File: config.mk
export PLATFORM = sky130hd
export DESIGN_NAME = uart_tx_arbiter
export DESIGN_NICKNAME = d
export VERILOG_FILES = /design/src/rtl/uart_tx_arbiter.sv
export SDC_FILE = /design/constraint.sdc
export NUM_CORES = 1
export LEC_CHECK = 0
export ABC_AREA = 1
export CORE_MARGIN = 2
export CORE_UTILIZATION = 48
export CTS_BUF_LIST = sky130_fd_sc_hd__clkbuf_4 sky130_fd_sc_hd__clkbuf_8 sky130_fd_sc_hd__clkbuf_16
export CTS_CLUSTER_DIAMETER = 150
export DETAILED_ROUTE_END_ITERATION = 10
export PLACE_DENSITY = 0.84
export SYNTH_ARGS = -nofsm -noshare
export SYNTH_HDL_FRONTEND = slang
export SYNTH_SLANG_ARGS = --single-unit
File: constraint.sdc
create_clock -name CLK -period 1.9 [get_ports CLK]
set_input_delay 0.19 -clock CLK [delete_from_list [all_inputs] [get_ports CLK]]
set_output_delay 0.19 -clock CLK [all_outputs]
set_load 0.05 [all_outputs]
File: src/rtl/uart_tx_arbiter.sv
// -----------------------------------------------------------------------------
// uart_tx_arbiter
//
// Purpose:
//   Sits between two frame requesters and a single UART transmitter. When it is
//   idle it picks one requester, round-robin under contention. It latches that
//   requester's byte and parity settings, strobes the transmitter for one cycle
//   and then follows the transmitter's BUSY until the frame has gone out. It
//   gives each requester a one-cycle grant and a one-cycle done pulse. It can
//   hold off the next grant for a fixed number of idle cycles. It raises a
//   one-cycle error if the transmitter never starts.
//
// Handshake:
//   A requester holds REQx high, together with stable DATAx/PAR_ENx/PAR_TYPx,
//   until it sees GNTx. GNTx is high for one cycle and means the inputs were
//   latched at the previous edge. After that the requester may change them
//   freely. If REQx is still high when the arbiter is back in IDLE, it counts
//   as a new request.
//
// Ports:
//   CLK            system clock, rising edge
//   RST            asynchronous active-low reset
//   REQ0/REQ1      frame requests (level)
//   DATA0/DATA1    requester bytes
//   PAR_EN0/1      requester parity enable
//   PAR_TYP0/1     requester parity type (0 even, 1 odd)
//   TX_BUSY        BUSY from the transmitter
//   GNT0/GNT1      one-cycle grant pulses
//   DONE0/DONE1    one-cycle frame-complete pulses
//   TX_P_DATA      byte to the transmitter (held until the next grant)
//   TX_PAR_EN      parity enable to the transmitter
//   TX_PAR_TYP     parity type to the transmitter
//   TX_DATA_VALID  one-cycle start strobe to the transmitter
//   TIMEOUT_ERR    one-cycle pulse when the transmitter never raised BUSY
//   BUSY           high whenever the arbiter is not idle
// -----------------------------------------------------------------------------
module uart_tx_arbiter #(
   parameter int DATA_LENGTH   = 8,
   parameter int START_TIMEOUT = 4,
   parameter int GAP_CYCLES    = 0
) (
   input  logic                   CLK,
   input  logic                   RST,
   input  logic                   REQ0,
   input  logic [DATA_LENGTH-1:0] DATA0,
   input  logic                   PAR_EN0,
   input  logic                   PAR_TYP0,
   input  logic                   REQ1,
   input  logic [DATA_LENGTH-1:0] DATA1,
   input  logic                   PAR_EN1,
   input  logic                   PAR_TYP1,
   input  logic                   TX_BUSY,
   output logic                   GNT0,
   output logic                   GNT1,
   output logic                   DONE0,
   output logic                   DONE1,
   output logic [DATA_LENGTH-1:0] TX_P_DATA,
   output logic                   TX_PAR_EN,
   output logic                   TX_PAR_TYP,
   output logic                   TX_DATA_VALID,
   output logic                   TIMEOUT_ERR,
   output logic                   BUSY
);

   // Gap counter runs 0 .. GAP_CYCLES-1. When GAP_CYCLES is 0 the GAP state is
   // never entered, so the width and terminal value are don't-cares.
   localparam int              GW       = (GAP_CYCLES > 1) ? $clog2(GAP_CYCLES) : 1;
   localparam logic [GW-1:0]   GAP_LAST = GW'(GAP_CYCLES - 1);
   localparam logic [3:0]      TO_LAST  = 4'(START_TIMEOUT - 1);

   typedef enum logic [2:0] {
      S_IDLE      = 3'd0,
      S_LOAD      = 3'd1,
      S_WAIT_BUSY = 3'd2,
      S_WAIT_DONE = 3'd3,
      S_GAP       = 3'd4
   } state_t;

   state_t                 r_state;
   state_t                 w_state_nxt;
   state_t                 w_end_state;

   logic                   r_last;        // requester served most recently
   logic [3:0]             r_to_cnt;
   logic [GW-1:0]          r_gap_cnt;
   logic [DATA_LENGTH-1:0] r_data;
   logic                   r_par_en;
   logic                   r_par_typ;
   logic                   r_gnt0;
   logic                   r_gnt1;
   logic                   r_done0;
   logic                   r_done1;
   logic                   r_valid;
   logic                   r_err;
   logic                   r_busy;

   logic                   w_last_nxt;
   logic [3:0]             w_to_nxt;
   logic [GW-1:0]          w_gap_nxt;
   logic [DATA_LENGTH-1:0] w_data_nxt;
   logic                   w_par_en_nxt;
   logic                   w_par_typ_nxt;
   logic                   w_gnt0_nxt;
   logic                   w_gnt1_nxt;
   logic                   w_done0_nxt;
   logic                   w_done1_nxt;
   logic                   w_valid_nxt;
   logic                   w_err_nxt;
   logic                   w_pick1;

   // Requester 1 wins when it asks alone, or when both ask and requester 0 was
   // the one served last.
   assign w_pick1 = REQ1 & (~REQ0 | ~r_last);

   always_comb begin
      w_state_nxt   = r_state;
      w_end_state   = (GAP_CYCLES == 0) ? S_IDLE : S_GAP;
      w_last_nxt    = r_last;
      w_to_nxt      = r_to_cnt;
      w_gap_nxt     = r_gap_cnt;
      w_data_nxt    = r_data;
      w_par_en_nxt  = r_par_en;
      w_par_typ_nxt = r_par_typ;
      w_gnt0_nxt    = 1'b0;
      w_gnt1_nxt    = 1'b0;
      w_done0_nxt   = 1'b0;
      w_done1_nxt   = 1'b0;
      w_valid_nxt   = 1'b0;
      w_err_nxt     = 1'b0;

      case (r_state)
         S_IDLE: begin
            if (REQ0 | REQ1) begin
               if (w_pick1) begin
                  w_data_nxt    = DATA1;
                  w_par_en_nxt  = PAR_EN1;
                  w_par_typ_nxt = PAR_TYP1;
                  w_gnt1_nxt    = 1'b1;
                  w_last_nxt    = 1'b1;
               end else begin
                  w_data_nxt    = DATA0;
                  w_par_en_nxt  = PAR_EN0;
                  w_par_typ_nxt = PAR_TYP0;
                  w_gnt0_nxt    = 1'b1;
                  w_last_nxt    = 1'b0;
               end
               w_valid_nxt = 1'b1;
               w_state_nxt = S_LOAD;
            end
         end

         S_LOAD: begin
            w_to_nxt    = 4'd0;
            w_state_nxt = S_WAIT_BUSY;
         end

         S_WAIT_BUSY: begin
            if (TX_BUSY) begin
               w_state_nxt = S_WAIT_DONE;
            end else if (r_to_cnt == TO_LAST) begin
               // START_TIMEOUT cycles spent here without BUSY: abandon the frame.
               w_err_nxt   = 1'b1;
               w_to_nxt    = 4'd0;
               w_gap_nxt   = '0;
               w_state_nxt = w_end_state;
            end else begin
               w_to_nxt = r_to_cnt + 4'd1;
            end
         end

         S_WAIT_DONE: begin
            if (!TX_BUSY) begin
               // The pointer still names the requester that owns this frame.
               w_done0_nxt = ~r_last;
               w_done1_nxt = r_last;
               w_gap_nxt   = '0;
               w_state_nxt = w_end_state;
            end
         end

         S_GAP: begin
            if (r_gap_cnt == GAP_LAST) begin
               w_gap_nxt   = '0;
               w_state_nxt = S_IDLE;
            end else begin
               w_gap_nxt = r_gap_cnt + GW'(1);
            end
         end

         default: begin
            w_state_nxt = S_IDLE;
         end
      endcase
   end

   always_ff @(posedge CLK or negedge RST) begin
      if (!RST) begin
         r_state   <= S_IDLE;
         r_last    <= 1'b1;
         r_to_cnt  <= 4'd0;
         r_gap_cnt <= '0;
         r_data    <= '0;
         r_par_en  <= 1'b0;
         r_par_typ <= 1'b0;
         r_gnt0    <= 1'b0;
         r_gnt1    <= 1'b0;
         r_done0   <= 1'b0;
         r_done1   <= 1'b0;
         r_valid   <= 1'b0;
         r_err     <= 1'b0;
         r_busy    <= 1'b0;
      end else begin
         r_state   <= w_state_nxt;
         r_last    <= w_last_nxt;
         r_to_cnt  <= w_to_nxt;
         r_gap_cnt <= w_gap_nxt;
         r_data    <= w_data_nxt;
         r_par_en  <= w_par_en_nxt;
         r_par_typ <= w_par_typ_nxt;
         r_gnt0    <= w_gnt0_nxt;
         r_gnt1    <= w_gnt1_nxt;
         r_done0   <= w_done0_nxt;
         r_done1   <= w_done1_nxt;
         r_valid   <= w_valid_nxt;
         r_err     <= w_err_nxt;
         r_busy    <= (w_state_nxt != S_IDLE);
      end
   end

   assign GNT0          = r_gnt0;
   assign GNT1          = r_gnt1;
   assign DONE0         = r_done0;
   assign DONE1         = r_done1;
   assign TX_P_DATA     = r_data;
   assign TX_PAR_EN     = r_par_en;
   assign TX_PAR_TYP    = r_par_typ;
   assign TX_DATA_VALID = r_valid;
   assign TIMEOUT_ERR   = r_err;
   assign BUSY          = r_busy;

endmodule

; ---- Yosys cells after proc, flatten, opt, wreduce, memory -nomap -nowiden
; Index checks and enable logic that the tools add are counted.
[classes]
add_sub_neg = 2
n_reduce_logical = 7
n_bitwise = 5
mux = 32
n_eq_ne = 8
[op_table]
columns = cell, count
row1 = 1-bit two-way mux, 21
row2 = 3-bit two-way mux, 5
row3 = 3-bit one-hot mux with 5 select lines, 1
row4 = 4-bit two-way mux, 2
row5 = 8-bit two-way mux, 1
row6 = 4-bit one-hot mux with 2 select lines, 1
row7 = "3-bit by 2-bit == test with 1-bit output, second input constant", 2
row8 = "2-bit inequality test, second input constant", 3
row9 = 3-bit nonzero test, 2
row10 = "4-bit by 1-bit adder with 4-bit output, second input constant", 1
row11 = "4-bit by 2-bit == test with 1-bit output, second input constant", 1
row12 = 2-bit AND reduction, 2
row13 = 4-bit AND reduction, 1
row14 = "3-bit by 1-bit == test with 1-bit output, second input constant", 1
row15 = "3-bit == test, second input constant", 1
row16 = 3-bit zero test, 1
row17 = 1-bit one-hot mux with 3 select lines, 1
row18 = 1-bit NOT, 2
row19 = 1-bit OR, 2
row20 = 2-bit nonzero test, 1
row21 = "1-bit adder, second input constant", 1
row22 = 1-bit AND, 1
[totals]
register_bits = 26
in_bits = 25
output_inout_bits = 17
elab_cells = 68

; ---- Longest topological paths before layout
; Gate-level depths: netlist of run 1.
[logic_depth]
depth_word = 6
ltp_mapped = 8
depth_no_buf = 8

; ---- Worst setup path before layout of run 1
; OpenSTA, ideal clock, no wires.
[synth_timing]
path_kind = register to register
start = register r_state[1]
end = register r_data[0], in the netlist TX_P_DATA[0]
path_buffers = 1
arrival_time_ns = 1.023
stages_incl_launch_ff = 8
required_ns = 1.781
setup_time_ns = 0.119
synth_period_minus_slack_ns = 1.142
setup_slack_ns = 0.758
path_cell_list = dfrtp_1 -> nor2_2 -> nand2_2 -> nor2_4 -> inv_2 -> buf_6 -> nand2_1 -> nand2_1
[synth_between]
elab_chain_cells = 2
[synth_rtl]
columns = item, line
row1 = start: declaration, 79  ; state_t r_state;
row2 = start signal: assignment, 213  ; r_state <= w_state_nxt;
row3 = 3-bit zero test, 131  ; case (r_state)
row4 = 2-bit AND reduction (no line), --
row5 = end signal: assignment, 217  ; r_data <= w_data_nxt;
row6 = end: declaration, 86  ; logic [DATA_LENGTH-1:0] r_data;
; Every way passes these cells.
; A chain may end at the register's enable or synchronous reset.

; ---- Worst setup path after layout of run 1
[layout_timing]
start = register r_data[5], in the netlist TX_P_DATA[5]
end = output port TX_P_DATA[5]
[layout_rtl]
columns = item, line
row1 = end: declaration, 57  ; output logic [DATA_LENGTH-1:0] TX_P_DATA,
; No word-level cell between the ends.

==> impl_results.md, run 1 <==
- CP endpoint kind: output pin
- CTS tree: done
- Mapped Avg Cell Area: 8.08 sq um
- R2R cell count: 7
- Slack of the critical path: 196 ps
- CP max-delay cell: clkdlybuf4s50_1
- Cts hold-fix bufs: 0
- Logic gate share of total power: 0.543
- Sw Share: 0.476
- Sequential fraction of design power: 0.356
- Area growth syn-to-layout: 37.7%
- Mapped Nets: 178
- Clock root buffer: clkbuf_4
- Post-CTS resize count: 0
- Reg-to-reg slack, setup: between 400 and 500 ps
- Max cap viols: 0
- Compound-gate portion of the synthesized area: 0.0265
- Cell Int Power: about 1.3 mW
- Post-Synthesis Cells: 152
- Number of flops mapped to enable cells by yosys: 0
- CTS buffer count: 3
- Slew @ Worst Pin: just over 500 ps
- Final period util: 0.897
- Final Hold Fails: 0
- Routability cong.: roughly 0.84
- Status: finished clean
- Simple-Gate Fraction of Synth Area: 0.357
- Max reg flops: 8
- # rows: 18
- Final Skew: 9.03 ps
- Final setup vio count: 0
- # IOs: 42
- CTS max path bufs: 2
- Net Sw Power: 1.16 mW
- Vias in the first global route: around 1,000
- Layout cells sized above 1: 0.0769
- Setup crit start: TX_P_DATA[5]
- Starting Density: 0.500
- H-tree lvl count: 1
- First-pass DRT Iterations: 4
- Area leader, netlist: dfrtp_1
- Most common library cells after synthesis: nand2_1 (71), dfrtp_1 (25), nand3_1 (18), inv_1 (9), nor2_1 (9)
- Final setup TNS: 0 ps
- First-pass GRT wire length: ~4300 um
- CP top delay family: buffers and inverters
- CP Launch Type: register
- CP Cell Sequence: clkdlybuf4s50_1
- Synth Warn #: 0
- Core ar.: between 2000 and 2500 sq um
- Post-synthesis adder-cell area fraction: 0.0102
- Slew Viols, Final: 0
- Async S/R FF share, synth: 1.00
- PwrDens: between 1000 and 1500 nW/um^2
- Crit path DAT: roughly 1500 ps
- R2r endpoint: BUSY
- Initial drt markers: 16
- Initial antenna violation count: 0
- Antenna viol nets, final: 0
- Die footprint: between 2000 and 3000 sq um
- Most frequent cell after synthesis: nand2_1
- Post-Synth XOR/XNOR Area: 0.0143
- Minimum clock period: roughly 1700 ps
- Most common flop cell mapped by yosys: dfrtp_1
- Final Power: 2.44 mW
- Die Ht: about 55 um
- IO Port Bufs: 41
- Mux cell area share after synthesis: 0
- Chip width: ~55 um
- # diodes: 0
- Nets: 222
- Mapped Area: between 1000 and 1500 sq um
- Seq/Total Area, Yosys: 0.531
- Drc violations: 0
- Max Freq: a little under 600 MHz
- Critical path class: register to output pin
- Clk pwr share: 0.101
- Clk_lat worst skew: slightly above 300 ps
- Leak: a little under 0.9 nW
- Top post-synthesis cells by area: dfrtp_1 (51%), nand2_1 (22%), nand3_1 (7.3%)
- Buffers & Inverters on Critical Path: 1
- Worst vdd ir: about 0.85 mV
- Synth top area share: 0.510
- RSZ-0062 raised after global routing: no
- Final WL: approximately 2700 um
- Post-synthesis cell type count: 20
- DP Wirelength: a little over 2000 um
- CTS clock-pin slew for the worst setup and hold paths: 130 ps
- Grt total ovfl: 0
- Main combinational cell family by area after synthesis: simple AND/OR/NAND/NOR gates
- RR Startpoint: r_state[1]
- Critical path required time: ~1700 ps
- Post-CTS Setup Repair Bufs: 0
- Pre-CTS worst setup slack: roughly 280 ps
- Post-DR vias/cell: between 4 and 5
- Post-synthesis register bit count: 26
- Largest net degree at the start of global routing: 27
- Min-delay worst type: primary input to asynchronous set/reset pin
- Total Routing Usage GR: 0.210
- Fillers: a little under 200
- Slew margin rel.: 0.660
- WL/cell: about 12 um
- Via count: 1,089
- Max stage delay on crit path: around 820 ps
- Crit Path Max Fanout: 2
- TritonCTS Sinks: 26
-- cells by family (layout without fill, tap and decap cells) --
group	Yosys count	count (layout)
and+or+nand+nor	105	105
DFF	26	26
buffers and inverters	15	58
AOI/OAI and AO/OA	3	3
xor gates and xnor gates	2	2
adders and majority gates	1	1
-- power by group through the flow --
stage          clock, mW  combinational, mW  sequential [mW]
3_3_place_gp           0               1.31            0.875
3_5_place_dp           0               1.33            0.878
4_1_cts            0.263               1.34            0.870
6_report           0.247               1.33            0.870
2_1_floorplan          0              0.476             1.32
5_1_grt            0.280               1.46            0.898
-- how the worst max path moves through the flow --
stage | end | depth (start not counted)
final | TX_P_DATA[5] | 1
after global routing | TX_P_DATA[5] | 1
after CTS | TX_P_DATA[5] | 1
after detailed placement | BUSY | 7
after global placement | BUSY | 7
after floorplan | TX_P_DATA[0] | 7
-- per-stage QoR --
step                utilization  area, sq um  hold slack, ps  std cells
detailed placement        0.676         1660             456        221
finish                    0.689         1690             235        225
CTS                       0.689         1690             228        225
global placement          0.676         1660             453        221
floorplan                     -         1230            -106        152
global route              0.689         1690             249        225
-- final cells by class --
cell class                 instances  area (sq um)  share of cell area
clock buffer                       4          30.0              0.0178
multi-input combinational        111           500               0.296
sequential                        26           652               0.386
inverter                          10          37.5              0.0222
tap                               30          37.5              0.0222
timing repair buffer              44           433               0.256
-- placed cells by master, fill, tap and decap left out --
master and n:
xnor2_1 1, nor3_1 2, inv_2 1, clkbuf_4 4, nand3_1 18, ha_1 1
nand2_2 2, nand3b_1 1, a21oi_4 1, buf_4 3, xor2_1 1, clkdlybuf4s50_1 41
inv_1 9, nor2_1 9, o21ai_2 1, dfrtp_1 25, nor2_2 1, nor2_4 1
o21bai_1 1, nand2_1 71, dfstp_2 1
-- layer usage --
metal	vias up	GRT usage	routed length (um)
li1	556	-	-
met1	488	0.261	1170
met4	0	0.100	44
met5	-	0	0
met3	4	0.0437	247
met2	41	0.347	1220
Power figures use the tool's default switching activity.
==> inputs of run 2 (changes only) <==
Settings changed: CTS_CLUSTER_SIZE set to 30, SETUP_SLACK_MARGIN set to 0.3.
==> run 2 against run 1 <==
Against the previous run: non-clock buffer count unchanged; largest power group unchanged; critical path depth is the same; global-route usage rose by 0.058 points; combinational power shrank 7%; setup slack gained 280 ps; sequential power shrank 0.7%.
==> impl_results.md, run 2 (synthesized netlist as in run 1, its figures left out) <==
- Status: finished clean
- Layout cells sized above 1: 0.0769 (unchanged)
- RSZ-0062 raised after global routing: no
- CTS buffer count: 3 (unchanged)
- # rows: 18 (unchanged)
- CP Cell Sequence: dlygate4sd2_1
- Slack of the critical path: 473 ps (+277 ps)
- Clock root buffer: clkbuf_4
- Final WL: 2680 um (about the same)
- Grt total ovfl: 0 (unchanged)
- Initial antenna violation count: 0 (unchanged)
- Worst vdd ir: 0.815 mV (-3.7%)
- Vias in the first global route: 1,014 (+0.099%)
- Buffers & Inverters on Critical Path: 1 (unchanged)
- DP Wirelength: 2040 um (unchanged)
- Leak: 0.918 nW (+5.9%)
- Fillers: 200 (+3.1%)
- # diodes: 0 (unchanged)
- Die Ht: 54.6 um (unchanged)
- First-pass DRT Iterations: 4 (unchanged)
- Starting Density: 0.500 (unchanged)
- Crit Path Max Fanout: 2 (unchanged)
- Crit path DAT: 1240 ps (-270 ps)
- Via count: 1,095 (+0.55%)
- Post-DR vias/cell: 4.87 (+0.55%)
- Commonest non-fill, non-tap cell in the layout: nand2_1
- IO Port Bufs: 41 (unchanged)
- Slew Viols, Final: 0 (unchanged)
- CP top delay family: buffers and inverters
- Routability cong.: 0.840 (unchanged)
- Core ar.: 2450 sq um (unchanged)
- Most frequent cells in the layout: nand2_1 (71), dfrtp_1 (25), clkdlybuf4s50_1 (24), nand3_1 (18), dlygate4sd2_1 (17)
- Minimum clock period: 1430 ps (-277 ps)
- Design area: 1670 sq um (-1.3%)
- H-tree lvl count: 1 (unchanged)
- Max stage delay on crit path: 540 ps (-280 ps)
- # IOs: 42 (unchanged)
- Largest net degree at the start of global routing: 27 (unchanged)
- Initial drt markers: 18 (+2)
- PwrDens: 1410 nW/um^2 (-2.6%)
- CTS clock-pin slew for the worst setup and hold paths: 130 ps (about the same)
- Max Freq: 701 MHz (+19%)
- Die footprint: 2980 sq um (unchanged)
- TritonCTS Sinks: 26 (unchanged)
- Total Routing Usage GR: 0.210 (+0.000584)
- Core Util, Final: 0.680 (-0.00866)
- CP Launch Type: register
- Final Hold Fails: 0 (unchanged)
- RR Startpoint: r_state[1]
- Critical path required time: 1710 ps (about the same)
- Slew margin rel.: 0.666 (+0.00578)
- Post-DP Area: 1660 sq um (unchanged)
- Max cap viols: 0 (unchanged)
- Drc violations: 0 (unchanged)
- Nets: 222 (unchanged)
- CP max-delay cell: dlygate4sd2_1
- CP endpoint kind: output pin
- Chip width: 54.6 um (unchanged)
- Non-filler cells, final: 225 (unchanged)
- Antenna viol nets, final: 0 (unchanged)
- Max reg flops: 8 (unchanged)
- WL/cell: 11.9 um (about the same)
- Pre-CTS worst setup slack: 283 ps (unchanged)
- Final period util: 0.751 (-0.146)
- CTS tree: done
- Final setup TNS: 0 ps (unchanged)
- CTS max path bufs: 2 (unchanged)
- Critical path class: register to output pin
- Placed cell count: 221 (unchanged)
- Clk_lat worst skew: 310 ps (about the same)
- Final setup vio count: 0 (unchanged)
- Cts hold-fix bufs: 0 (unchanged)
- Slew @ Worst Pin: 504 ps (-5.08 ps)
- Hold slack: 234 ps (-1.42 ps)
- Final Skew: 8.50 ps (-0.528 ps)
- Final Power: 2.35 mW (-3.9%)
- First-pass GRT wire length: 4360 um (+0.30%)
- Area growth syn-to-layout: 36.0%
- Min-delay worst type: primary input to asynchronous set/reset pin
- Setup crit start: TX_P_DATA[5]
- Post-CTS Setup Repair Bufs: 0 (unchanged)
run 2: final timing paths:
path / to / slack (ps) / depth (start not counted)
worst max-delay path: TX_P_DATA[5] / 470 / 1
worst min-delay path: GNT0 / 230 / 2
worst max register to register: BUSY / 490 / 7
worst min register to register: r_state[2] / 470 / 1
max in group asynchronous: r_last / 1360 / 2
min in group CLK: r_state[2] / 470 / 1
run 2: worst reg2reg max path: cells and delay by family (launching register included):
family	cells	cell delay (ps)
buffers and inverters	1	180
flip-flops	1	470
AND/OR/NAND/NOR	6	710
run 2: routing by layer:
layer / part of all wire / wire (um) / vias up / track usage
met2: 0.46 / 1230 / 42 / 0.349
met5: 0 / 0 / - / 0
met1: 0.43 / 1150 / 494 / 0.261
met4: 0.016 / 44 / 0 / 0.100
li1: - / - / 555 / -
met3: 0.096 / 256 / 4 / 0.0437
run 2: what timing repair did:
item	CTS	global route
setup endpoints to repair	17	0
resized for setup	17	0
endpoints found under the hold margin	0	0
run 2: power breakdown:
group	internal (mW)	leakage [nW]	switching [mW]	total (mW)
Combinational	0.350	0.566	0.888	1.24
Sequential	0.743	0.333	0.121	0.864
Clock	0.0963	0.0184	0.151	0.247
run 2: area by class of cell:
class,count,area [sq um],area share
Sequential cell,26,652,0.391
Multi-Input combinational cell,111,500,0.300
Timing Repair Buffer,44,412,0.247
Inverter,10,37.5,0.0225
Tap cell,30,37.5,0.0225
Clock buffer,4,30.0,0.0180
==> inputs of run 3 (changes only) <==
Settings changed: CORE_UTILIZATION 48 to 40, PLACE_DENSITY 0.84 to 0.75.
Clock period 1.9 ns to 1.2 ns, I/O delays scaled along.
==> run 3 against run 2 <==
Against the previous run: the run now ends with setup timing left; hold slack worse by 150 ps; sequential cell count unchanged; clock power up 84%; non-clock buffer count up 31; wire length up 45%; first-iteration DRC count rose to 2.8 times the previous value; count of clock-buffer cells in the layout unchanged; combinational power rose to 2.9 times the previous value; utilization up 9.5 points; largest cell class is now non-clock buffers.
==> impl_results.md, run 3 (synthesized netlist as in run 1, its figures left out) <==
- Status: complete, but fails checks
- Failing checks: setup timing
- RSZ-0062 raised after global routing: yes
- CP top delay family: flip-flops
- TritonCTS Sinks: 26 (unchanged)
- Area occupied by registers: 657 sq um (+0.77%)
- Setup crit start: r_state[0]
- Reg-to-reg slack, setup: -20 ps (-510 ps)
- Die Ht: 59.4 um (+8.8%)
- CTS max path bufs: 2 (unchanged)
- Area growth syn-to-layout: 88.0%
- Vias in the first global route: 1,329 (+31%)
- Slew margin rel.: 0.700 (+0.0342)
- # IOs: 42 (unchanged)
- Fillers: 172 (-14%)
- Minimum clock period: between 1000 and 1500 ps
- Max cap viols: 0 (unchanged)
- CP endpoint kind: register
- Final Hold Fails: 0 (unchanged)
- Clock root buffer: clkbuf_4
- CTS clock-pin slew for the worst setup and hold paths: 150 ps (+20 ps)
- Leak: 1.16 nW (+26%)
- CP Launch Type: register
- Largest net degree at the start of global routing: 15 (-44%)
- Critical path class: register to register
- Crit Path Max Fanout: 5 (+3)
- RR Startpoint: r_state[0]
- Antenna viol nets, final: 0 (unchanged)
- Slew Viols, Final: 0 (unchanged)
- Initial drt markers: 51 (+33)
- Max reg flops: 8 (unchanged)
- Min-delay worst type: primary input to asynchronous set/reset pin
- WL/cell: 15.0 um (+26%)
- Total Routing Usage GR: 0.219 (+0.00835)
- First-pass DRT Iterations: 5 (+1)
- CP max-delay cell: dfrtp_1
- Grt total ovfl: 0 (unchanged)
- R2R cell count: 7 (unchanged)
- Final setup vio count: 7 (+7)
- PwrDens: 2430 nW/um^2 (+73%)
- # rows: 20 (+2)
- IO Port Bufs: 41 (unchanged)
- Worst vdd ir: 1.62 mV (+99%)
- Most frequent cells in the layout: nand2_1 (56), buf_4 (29), clkdlybuf4s50_1 (24), dfrtp_1 (21), buf_12 (19)
- Placed cell count: 235 (+6.3%)
- Pre-CTS worst setup slack: -100 ps (-383 ps)
- Via count: 1,305 (+19%)
- First-pass GRT wire length: 5710 um (+31%)
- Final WL: 3880 um (+45%)
- Nets: 253 (+14%)
- Commonest non-fill, non-tap cell in the layout: nand2_1
- # diodes: 0 (unchanged)
- Final Power: 5.61 mW (+140%)
- Die footprint: 3530 sq um (+18%)
- Max Freq: slightly above 800 MHz
- Hold slack: 81.3 ps (-153 ps)
- Final period util: 1.02
- Core Util, Final: 0.775 (+0.0949)
- Multi-input logic area: 647 sq um (+29%)
- Routability cong.: 0.779 (-7.3%)
- Initial antenna violation count: 0 (unchanged)
- CTS buffer count: 3 (unchanged)
- H-tree lvl count: 1 (unchanged)
- Non-filler cells, final: 259 (+15%)
- Critical path required time: 1430 ps (-280 ps)
- Max stage delay on crit path: 450 ps (-90 ps)
- Drc violations: 0 (unchanged)
- R2r endpoint: TX_P_DATA[6]
- Final setup TNS: -60.4 ps (-60.4 ps)
- Crit path DAT: 1450 ps (+210 ps)
- Buffers & Inverters on Critical Path: 2 (+1)
- CP dominant cell by count: nand2_2
- CTS tree: done
- Slack of the critical path: -19.0 ps (-492 ps)
- Post-DP Area: 1950 sq um (+17%)
- Final Skew: 7.42 ps (-1.08 ps)
- Chip width: 59.4 um (+8.8%)
- Design area: 2310 sq um (+38%)
- Starting Density: 0.412 (-0.0878)
- Layout cells sized above 1: 0.434 (+0.357)
- Clk_lat worst skew: 330 ps (+20 ps)
- DP Wirelength: 2490 um (+22%)
- Core ar.: 2980 sq um (+21%)
- Slew @ Worst Pin: 449 ps (-54.7 ps)
- Post-DR vias/cell: 5.04 (+3.5%)
- CP Cell Sequence: nor2_2 -> nand2_2 -> nor2_4 -> inv_2 -> clkbuf_16 -> nand2_2 -> nand2_1
[run 3: worst max path at each step]
stage	to	slack (ps)	cells past startpoint
3_5_place_dp	TX_P_DATA[0]	-100	6
4_1_cts	TX_P_DATA[0]	10	6
5_1_grt	r_to_cnt[3]	-100	6
2_1_floorplan	TX_P_DATA[0]	70	7
3_3_place_gp	BUSY	-60	7
6_report	TX_P_DATA[6]	-20	7
[run 3: layout make-up]
| cell class | count | share of cell area |
|---|---|---|
| inverter | 10 | 0.0174 |
| multi-input combinational | 111 | 0.280 |
| tap | 33 | 0.0179 |
| clock buffer | 4 | 0.0157 |
| timing repair buffer | 75 | 0.384 |
| sequential | 26 | 0.285 |
[run 3: what timing repair did]
action                                  CTS  global route
buffers inserted                         10             9
pin swaps                                10             4
endpoints found under the setup margin   43            43
gates resized for setup                  23            22
cloned                                    0             1
hold buffers                              0             0
[run 3: power by group]
part | internal, mW | leakage [nW] | switching (mW)
Clock | 0.186 | 0.0210 | 0.269
Sequential | 1.19 | 0.328 | 0.321
Combinational | 1.78 | 0.807 | 1.87
Total | 3.15 | 1.16 | 2.46
[run 3: layer usage]
| metal | wire (um) | track usage | share of wire |
|---|---|---|---|
| met3 | 235 | 0.0459 | 0.061 |
| met1 | 1460 | 0.239 | 0.38 |
| met2 | 2110 | 0.414 | 0.54 |
| met5 | 0 | 0 | 0 |
| met4 | 67 | 0.0682 | 0.017 |
